===== src/rtl/vdiv_issuer.sv =====
// vdiv_issuer: splits a vector divide into element divides on a single-element
// divider, one element in flight at a time, and collects the quotient vector with lane flags.
module vdiv_issuer #(
  parameter  int EXP_WIDTH  = 8,
  parameter  int MANT_WIDTH = 7,
  parameter  int LANES      = 4,
  localparam int WIDTH      = EXP_WIDTH + MANT_WIDTH + 1
) (
  input  logic                   CLK,
  input  logic                   RST,
  input  logic                   req_valid,
  output logic                   req_ready,
  input  logic [LANES*WIDTH-1:0] vec_a,
  input  logic [LANES*WIDTH-1:0] vec_b,
  output logic [WIDTH-1:0]       div_operand1,
  output logic [WIDTH-1:0]       div_operand2,
  output logic                   div_valid_in,
  input  logic                   div_ready_in,
  input  logic [WIDTH-1:0]       div_result,
  input  logic                   div_valid_out,
  output logic                   div_ready_out,
  output logic                   resp_valid,
  input  logic                   resp_ready,
  output logic [LANES*WIDTH-1:0] vec_result,
  output logic [LANES-1:0]       dz_mask,
  output logic [LANES-1:0]       nan_mask
);

  localparam int               IDX_W    = (LANES > 1) ? $clog2(LANES) : 1;
  localparam logic [IDX_W-1:0] LAST_IDX = IDX_W'(LANES - 1);

  typedef enum logic [1:0] {
    IDLE  = 2'd0,
    ISSUE = 2'd1,
    WAIT  = 2'd2,
    DONE  = 2'd3
  } state_t;

  state_t                 state_r;
  state_t                 state_s;
  logic [IDX_W-1:0]       idx_r;
  logic [LANES*WIDTH-1:0] a_r;
  logic [LANES*WIDTH-1:0] b_r;
  logic [LANES*WIDTH-1:0] result_r;
  logic [LANES-1:0]       dz_r;
  logic [LANES-1:0]       nan_r;
  logic [LANES-1:0]       dz_s;

  function automatic logic is_nan(input logic [WIDTH-1:0] v);
    return (&v[WIDTH-2 -: EXP_WIDTH]) && (|v[MANT_WIDTH-1:0]);
  endfunction

  // Signed zero: every bit except the sign is clear
  function automatic logic is_zero(input logic [WIDTH-1:0] v);
    return ~(|v[WIDTH-2:0]);
  endfunction

  // Divide-by-zero flags of the incoming divisor vector
  always_comb begin
    dz_s = '0;
    for (int i = 0; i < LANES; i++) begin
      dz_s[i] = is_zero(vec_b[i*WIDTH +: WIDTH]);
    end
  end

  // Next-state decode of the issue sequencer
  always_comb begin
    state_s = state_r;
    case (state_r)
      IDLE: begin
        if (req_valid) state_s = ISSUE;
        else           state_s = IDLE;
      end
      ISSUE: begin
        if (div_ready_in) state_s = WAIT;
        else              state_s = ISSUE;
      end
      WAIT: begin
        if (div_valid_out) begin
          if (idx_r == LAST_IDX) state_s = DONE;
          else                   state_s = ISSUE;
        end else begin
          state_s = WAIT;
        end
      end
      DONE: begin
        if (resp_ready) state_s = IDLE;
        else            state_s = DONE;
      end
      default: state_s = IDLE;
    endcase
  end

  // State register plus operand latches, lane index and result collection
  always_ff @(posedge CLK) begin
    if (RST) begin
      state_r  <= IDLE;
      idx_r    <= '0;
      a_r      <= '0;
      b_r      <= '0;
      result_r <= '0;
      dz_r     <= '0;
      nan_r    <= '0;
    end else begin
      state_r <= state_s;
      case (state_r)
        IDLE: begin
          if (req_valid) begin
            a_r      <= vec_a;
            b_r      <= vec_b;
            dz_r     <= dz_s;
            idx_r    <= '0;
            result_r <= '0;
            nan_r    <= '0;
          end
        end
        WAIT: begin
          // Quotient is stored bit-exact; only the NaN flag is derived from it
          if (div_valid_out) begin
            result_r[idx_r*WIDTH +: WIDTH] <= div_result;
            nan_r[idx_r]                   <= is_nan(div_result);
            if (idx_r != LAST_IDX) idx_r <= idx_r + 1'b1;
          end
        end
        ISSUE:   ;
        DONE:    ;
        default: ;
      endcase
    end
  end

  assign req_ready     = (state_r == IDLE);
  assign div_valid_in  = (state_r == ISSUE);
  assign div_ready_out = (state_r == WAIT);
  assign resp_valid    = (state_r == DONE);
  assign div_operand1  = a_r[idx_r*WIDTH +: WIDTH];
  assign div_operand2  = b_r[idx_r*WIDTH +: WIDTH];
  assign vec_result    = result_r;
  assign dz_mask       = dz_r;
  assign nan_mask      = nan_r;

endmodule


===== config.mk =====
export PLATFORM = sky130hd
export DESIGN_NAME = vdiv_issuer
export DESIGN_NICKNAME = d
export VERILOG_FILES = /design/src/rtl/vdiv_issuer.sv
export SDC_FILE = /design/constraint.sdc
export NUM_CORES = 1
export LEC_CHECK = 0
export ABC_AREA = 1
export CAP_MARGIN = 20
export CORE_MARGIN = 4
export CORE_UTILIZATION = 44
export DETAILED_ROUTE_END_ITERATION = 10
export PLACE_DENSITY = 0.77
export SYNTH_ARGS = -nofsm -noshare
export SYNTH_HDL_FRONTEND = slang
export SYNTH_SLANG_ARGS = --single-unit

===== constraint.sdc =====
create_clock -name CLK -period 1.9 [get_ports CLK]
set_input_delay 0.19 -clock CLK [delete_from_list [all_inputs] [get_ports CLK]]
set_output_delay 0.19 -clock CLK [all_outputs]
set_load 0.02 [all_outputs]

==> impl_metrics.py, run 1 <==
metrics = {
    "floorplan": {
        "dieArea_sq_mm": 0.0232,
        "die_width_um": 152,
        "die_height_um": 152,
        "ios": 258,
        "initial_utilization_pct": 44.9,
        "row_count": 52,
        "core_area_sq_mm": 0.0204,
    },
    "synthesis": {
        "synth_edf_count": 0,
        "yosysUniqueCellTypes": 34,
        "yosys_register_bits": 204,
        "synthArstFlopShare_pct": 0,
        "ys_warn_count": 0,
        "synth_nets": 1484,
        "syn_area_sq_mm": 0.00915,
        "syn-instance-count": 1326,
        "syn-mean-instance-area_sq_um": 6.90,
        "yosysSeqAreaShare_pct": 44.6,
        "synth_ff_type": "dfxtp_1",
    },
    "critical_path": {
        "crit_chain": "inv_6, buf_12, o21ai_0, o22ai_1, buf_4",
        "critPathSlowestCell": "dfxtp_4",
        "cp-endpoint": "div_operand2[4]",
        "r2r-start": "idx_r[0]",
        "cp_slowest_stage_delay_ns": 0.38,
        "rr_worst_depth": 8,
        "path_class": "reg -> out",
        "cp.required_ns": 1.71,
        "crit_path_end_kind": "primary output",
        "startpoint": "idx_r[0]",
        "reg2reg_slack_ns": 0.12,
        "arrival_ns": 1.68,
        "cp-start-kind": "register",
        "r2r-end": "idx_r[1]",
        "crit_path_max_fanout": 28,
    },
    "timing": {
        "fmax_ghz": 0.536,
        "clock_skew_ns": 0.00791,
        "min_period_ns": 1.87,
        "rsz0062_at_grt": "yes",
        "maxSlewHeadroom_pct": 61.1,
        "setup_viol": 0,
        "tightest_slew_ns": 0.583,
        "finalHoldViolCount": 0,
        "period_share_pct": 98.2,
        "maxSlewViolCount": 0,
    },
    "cells_and_area": {
        "utilization_pct": 63.5,
        "final_cell_count_no_fill": 1846,
        "num_antenna_cells": 0,
        "fill_cells": 1818,
        "fin_nets": 1718,
        "syn_to_final_growth_pct": 41.4,
        "layout_common_cells": "nand2_1 (336), clkdlybuf4s50_1 (222), nor2_1 (218)",
        "drive_above_1_share_pct": 9.20,
        "final_common_cell": "nand2_1",
    },
    "clock_tree": {
        "cts_root_buffer": "clkbuf_16",
        "clock_latency_ns": 0.51,
        "cts_sinks": 204,
        "cts.clk_slew.worst_paths_ns": 0.06,
        "cts_htree_levels": 1,
        "cts_tree": "done",
        "clockBufferDepth": 3,
        "numCtsBuffers": 23,
        "holdBufCountCts": 0,
    },
    "detailed_routing": {
        "drc": 0,
        "dr.pass1.iters": 5,
        "via_per_inst": 5.11,
        "routed_wl_um": 29100,
        "ant_nets": 0,
        "drt_iter0_drc": 684,
        "routed-via-count": 9428,
        "detail_route.wl_per_cell_um": 15.7,
    },
    "placed_design": {
        "hpwl_um": 20300,
        "io_buffer_count": 257,
        "routabilityCongestion": 0.899,
        "dp_cells": 1802,
    },
    "global_routing": {
        "grt_pass1_vias": 9019,
        "grt_max_degree": 131,
        "overflow": 0,
        "antenna_found_initial": 0,
        "grt_pass1_wl_um": 45800,
        "groute.usage.overall_pct": 23.6,
    },
    "outcome": {
        "status": "complete, no violations",
    },
    "pwr": {
        "peakVddDrop_mv": 0.620,
        "power_density_mw_per_mm2": 917,
        "power.leakage_nw": 5.79,
    },
    "job": {
        "drv_cap": 0,
    },
    "worst_hold_path": {
        "hold_path.class": "in -> reg",
    },
}
[worst min path at each step]
stage / startpoint / end / cells after the start
after floorplan: vec_b[56] / b_r[56] / 2
after global placement: a_r[37] / a_r[37] / 2
after detailed placement: a_r[46] / a_r[46] / 2
after CTS: vec_a[24] / a_r[24] / 3
after global routing: vec_a[27] / a_r[27] / 3
final: vec_a[24] / a_r[24] / 3
[metrics by stage]
stage / setup WS, ns / area (sq um) / TNS [ns] / total power, W / hold slack (ns)
6_report: 0.0342 / 12900 / 0 / 0.0119 / 0.242
3_5_place_dp: 0.0283 / 12000 / 0 / 0.00698 / 0.427
5_1_grt: -0.0229 / 12900 / -0.0807 / 0.0123 / 0.241
4_1_cts: -0.00290 / 12800 / -0.00290 / 0.0118 / 0.228
2_1_floorplan: 0.00130 / 9150 / 0 / 0.00592 / 0.325
3_3_place_gp: 0.0304 / 12000 / 0 / 0.00696 / 0.424
[where the power goes]
part           switching [W]  internal [W]  total, W
registers           0.000167       0.00456   0.00473
clock network        0.00178       0.00317   0.00494
logic                0.00121      0.000967   0.00218
[cell usage after synthesis, types with 2 or more instances]
| cell type | n | area (sq um) |
|---|---|---|
| nand2_2 | 4 | 25.0 |
| nor2_1 | 219 | 822 |
| buf_4 | 5 | 37.5 |
| a31oi_1 | 15 | 93.8 |
| clkinv_1 | 2 | 7.51 |
| buf_1 | 4 | 15.0 |
| o21ai_0 | 119 | 596 |
| nand4_1 | 17 | 106 |
| o21ai_4 | 2 | 32.5 |
| o21ai_1 | 30 | 150 |
| inv_4 | 2 | 12.5 |
| o22ai_1 | 32 | 200 |
| nor3_1 | 14 | 70.1 |
| nand3_1 | 73 | 365 |
| inv_2 | 3 | 11.3 |
| nand2_1 | 337 | 1260 |
| a21oi_1 | 25 | 125 |
| nor2_4 | 4 | 45.0 |
| nand2_4 | 3 | 33.8 |
| clkbuf_1 | 36 | 135 |
| buf_2 | 27 | 135 |
| ha_1 | 8 | 100 |
| dfxtp_1 | 204 | 4080 |
| inv_1 | 118 | 443 |
| buf_6 | 11 | 124 |
| nor4_1 | 4 | 25.0 |
[layout make-up]
type / count / area, sq um / share of cell area, %
Clock buffer: 32 / 679 / 5.25
Clock inverter: 9 / 176 / 1.36
Inverter: 125 / 482 / 3.72
Multi-Input combinational cell: 913 / 4200 / 32.5
Sequential cell: 204 / 4090 / 31.6
Tap cell: 270 / 338 / 2.61
Timing Repair Buffer: 293 / 2970 / 23.0
[kinds of logic after synthesis]
group	share of synthesized area (%)
and+or+nand+nor	30.9
AOI/OAI and AO/OA	13.3
adders and majority gates	1.09
DFF	44.6
buffers and inverters	10.1
[per-layer routing]
layer  vias up  wire length (um)  global-route usage, %
met5         -                 0                      0
met4         0               958                   7.71
met3        74              2660                   6.28
met2       379             13500                   39.3
met1      4273             12000                   30.0
li1       4702                 -                      -
[worst max-delay path, delay by kind of cell, from the launching register on]
family / cells / cell delay (ns)
buffers and inverters: 3 / 0.49
flip-flops: 1 / 0.38
AO/OA/AOI/OAI: 2 / 0.28
[state kept, by name, summed over array words and instances (netlist names)]
register	flops
nan_mask	4
a_r	64
vec_result	64
idx_r	2
state_r	2
dz_mask	4
b_r	64
[timing repair]
action | 4_1_cts | 5_1_grt
pin swaps | 0 | 5
buffers inserted | 0 | 1
gates cloned | 1 | 1
resized for setup | 140 | 42
setup endpoints to repair | 35 | 48
(Power assumes the default switching activity.)
==> run 2, diff against run 1 <==
- CORE_MARGIN: 4 -> 3
- SLEW_MARGIN: default -> 20
==> run 2 against run 1 <==
Against the previous run: the run now ends with setup timing left; final cell count grew 0.22%; global-route usage grew 1.1 points; setup slack lost 0.062 ns; clock skew shrank 0.0027 ns; wire length grew 0.25%; critical path depth grew 1; via count grew 0.54%; critical path type unchanged; largest power group is now registers.
==> impl_metrics.py, run 2 (synthesis results as in run 1) <==
metrics = {
    "outcome": {
        "status": "finished, violations left",
        "violations": "setup timing",
    },
    "critical_path": {
        "startpoint": "idx_r[0]",
        "critPathSlowestCell": "dfxtp_4",
        "path_class": "reg -> out",
        "crit_cells": 6,
        "path_delay_family": "buffers and inverters",
        "r2r-end": "vec_result[37]",
        "cp-endpoint": "div_operand2[3]",
        "crit_path_max_fanout": 12,
        "arrival_ns": 1.74,
        "crit_chain": "buf_6, buf_16, buf_4, nor2_1, o22ai_1, buf_4",
        "cp_slowest_stage_delay_ns": 0.39,
        "cpMostUsedCell": "buf_4",
        "cp-start-kind": "register",
        "crit_path_end_kind": "primary output",
        "cp.required_ns": 1.71,
        "reg2reg_slack_ns": 0.12,
        "r2r-start": "idx_r[1]",
        "path_buf_inv": 4,
        "rr_worst_depth": 10,
    },
    "detailed_routing": {
        "drc": 0,
        "dr.pass1.iters": 6,
        "routed-via-count": 9479,
        "routed_wl_um": 29100,
        "detail_route.wl_per_cell_um": 15.7,
        "ant_nets": 0,
        "drt_iter0_drc": 661,
        "via_per_inst": 5.12,
    },
    "floorplan": {
        "die_height_um": 150,
        "row_count": 52,
        "die_width_um": 150,
        "ios": 258,
        "core_area_sq_mm": 0.0203,
        "initial_utilization_pct": 45.1,
        "dieArea_sq_mm": 0.0226,
    },
    "global_routing": {
        "grt_pass1_vias": 8881,
        "overflow": 0,
        "groute.usage.overall_pct": 24.7,
        "antenna_found_initial": 0,
        "grt_max_degree": 120,
        "grt_pass1_wl_um": 45300,
    },
    "pwr": {
        "power_density_mw_per_mm2": 873,
        "peakVddDrop_mv": 0.596,
        "power.leakage_nw": 5.78,
        "finalPower_w": 0.0113,
    },
    "cells_and_area": {
        "syn_to_final_growth_pct": 41.2,
        "fin_nets": 1722,
        "drive_above_1_share_pct": 9.56,
        "final_common_cell": "nand2_1",
        "num_antenna_cells": 0,
        "regArea_sq_mm": 0.00409,
        "multi_input_area_sq_mm": 0.00422,
        "layout_common_cells": "nand2_1 (336), clkdlybuf4s50_1 (221), nor2_1 (215)",
        "utilization_pct": 63.6,
        "final_cell_count_no_fill": 1850,
        "fill_cells": 1845,
    },
    "placed_design": {
        "place_ws_ns": -0.0126,
        "io_buffer_count": 257,
        "hpwl_um": 20600,
        "routabilityCongestion": 0.897,
        "dp_cells": 1802,
    },
    "clock_tree": {
        "cts_htree_levels": 1,
        "cts_root_buffer": "clkbuf_16",
        "cts_tree": "done",
        "holdBufCountCts": 0,
        "clockBufferDepth": 3,
        "clock_latency_ns": 0.50,
        "cts_sinks": 204,
        "numCtsBuffers": 23,
        "cts.clk_slew.worst_paths_ns": 0.06,
    },
    "worst_hold_path": {
        "hold_path.class": "in -> reg",
    },
    "timing": {
        "worst_slack_ns": -0.0279,
        "setup_viol": 1,
        "clock_skew_ns": 0.00521,
        "tightest_slew_ns": 0.574,
        "maxSlewViolCount": 0,
        "fmax_ghz": 0.519,
        "period_share_pct": 101,
        "min_period_ns": 1.93,
        "finalHoldViolCount": 0,
        "rsz0062_at_grt": "yes",
        "maxSlewHeadroom_pct": 61.7,
    },
    "job": {
        "drv_cap": 0,
    },
}
[run 2: metal layers]
| metal | global-route usage, % | up-vias | share of wire [%] |
|---|---|---|---|
| met2 | 40.1 | 433 | 46 |
| met5 | 0 | - | 0 |
| met4 | 6.82 | 0 | 2.9 |
| li1 | - | 4710 | - |
| met1 | 33.7 | 4272 | 42 |
| met3 | 5.06 | 64 | 9.0 |
[run 2: repair_timing]
item | CTS | global route
pin swaps | 2 | 7
setup buffers | 1 | 3
resized for setup | 158 | 54
cloned | 3 | 0
endpoints found under the setup margin | 38 | 42
[run 2: area by class of cell]
| class | instances | share of cell area [%] |
|---|---|---|
| Inverter | 125 | 3.75 |
| Timing Repair Buffer | 297 | 23.6 |
| Clock inverter | 6 | 0.484 |
| Multi-Input combinational cell | 913 | 32.7 |
| Sequential cell | 204 | 31.7 |
| Clock buffer | 35 | 5.19 |
| Tap cell | 270 | 2.62 |
[run 2: tightest hold or removal path, cell delays in order]
cell and delay (ns):
clkdlybuf4s50_1 0.39, nand3_1 0.08, nand2_1 0.04
[run 2: how the worst min path moves through the flow]
stage / from / slack, ns / endpoint / cells past startpoint
6_report: vec_a[58] / 0.25 / a_r[58] / 3
5_1_grt: vec_a[43] / 0.25 / a_r[43] / 3
4_1_cts: vec_a[27] / 0.23 / a_r[27] / 3
3_5_place_dp: a_r[43] / 0.43 / a_r[43] / 2
3_3_place_gp: a_r[25] / 0.42 / a_r[25] / 2
2_1_floorplan: vec_b[56] / 0.32 / b_r[56] / 2
[run 2: report_power, final]
| group | switching, W | total, W | leakage (nW) | internal (W) |
|---|---|---|---|---|
| clock | 0.00174 | 0.00430 | 0.362 | 0.00257 |
| combinational | 0.00124 | 0.00223 | 3.73 | 0.000999 |
| sequential | 0.000171 | 0.00473 | 1.68 | 0.00456 |
[run 2: per-stage QoR]
| stage | hold WS [ns] | cell area, sq um | TNS (ns) |
|---|---|---|---|
| floorplan | 0.325 | 9150 | 0 |
| global placement | 0.423 | 12000 | 0 |
| detailed placement | 0.427 | 12000 | -0.0126 |
| CTS | 0.227 | 12800 | -0.0646 |
| global route | 0.246 | 12900 | -0.251 |
| finish | 0.245 | 12900 | -0.0279 |
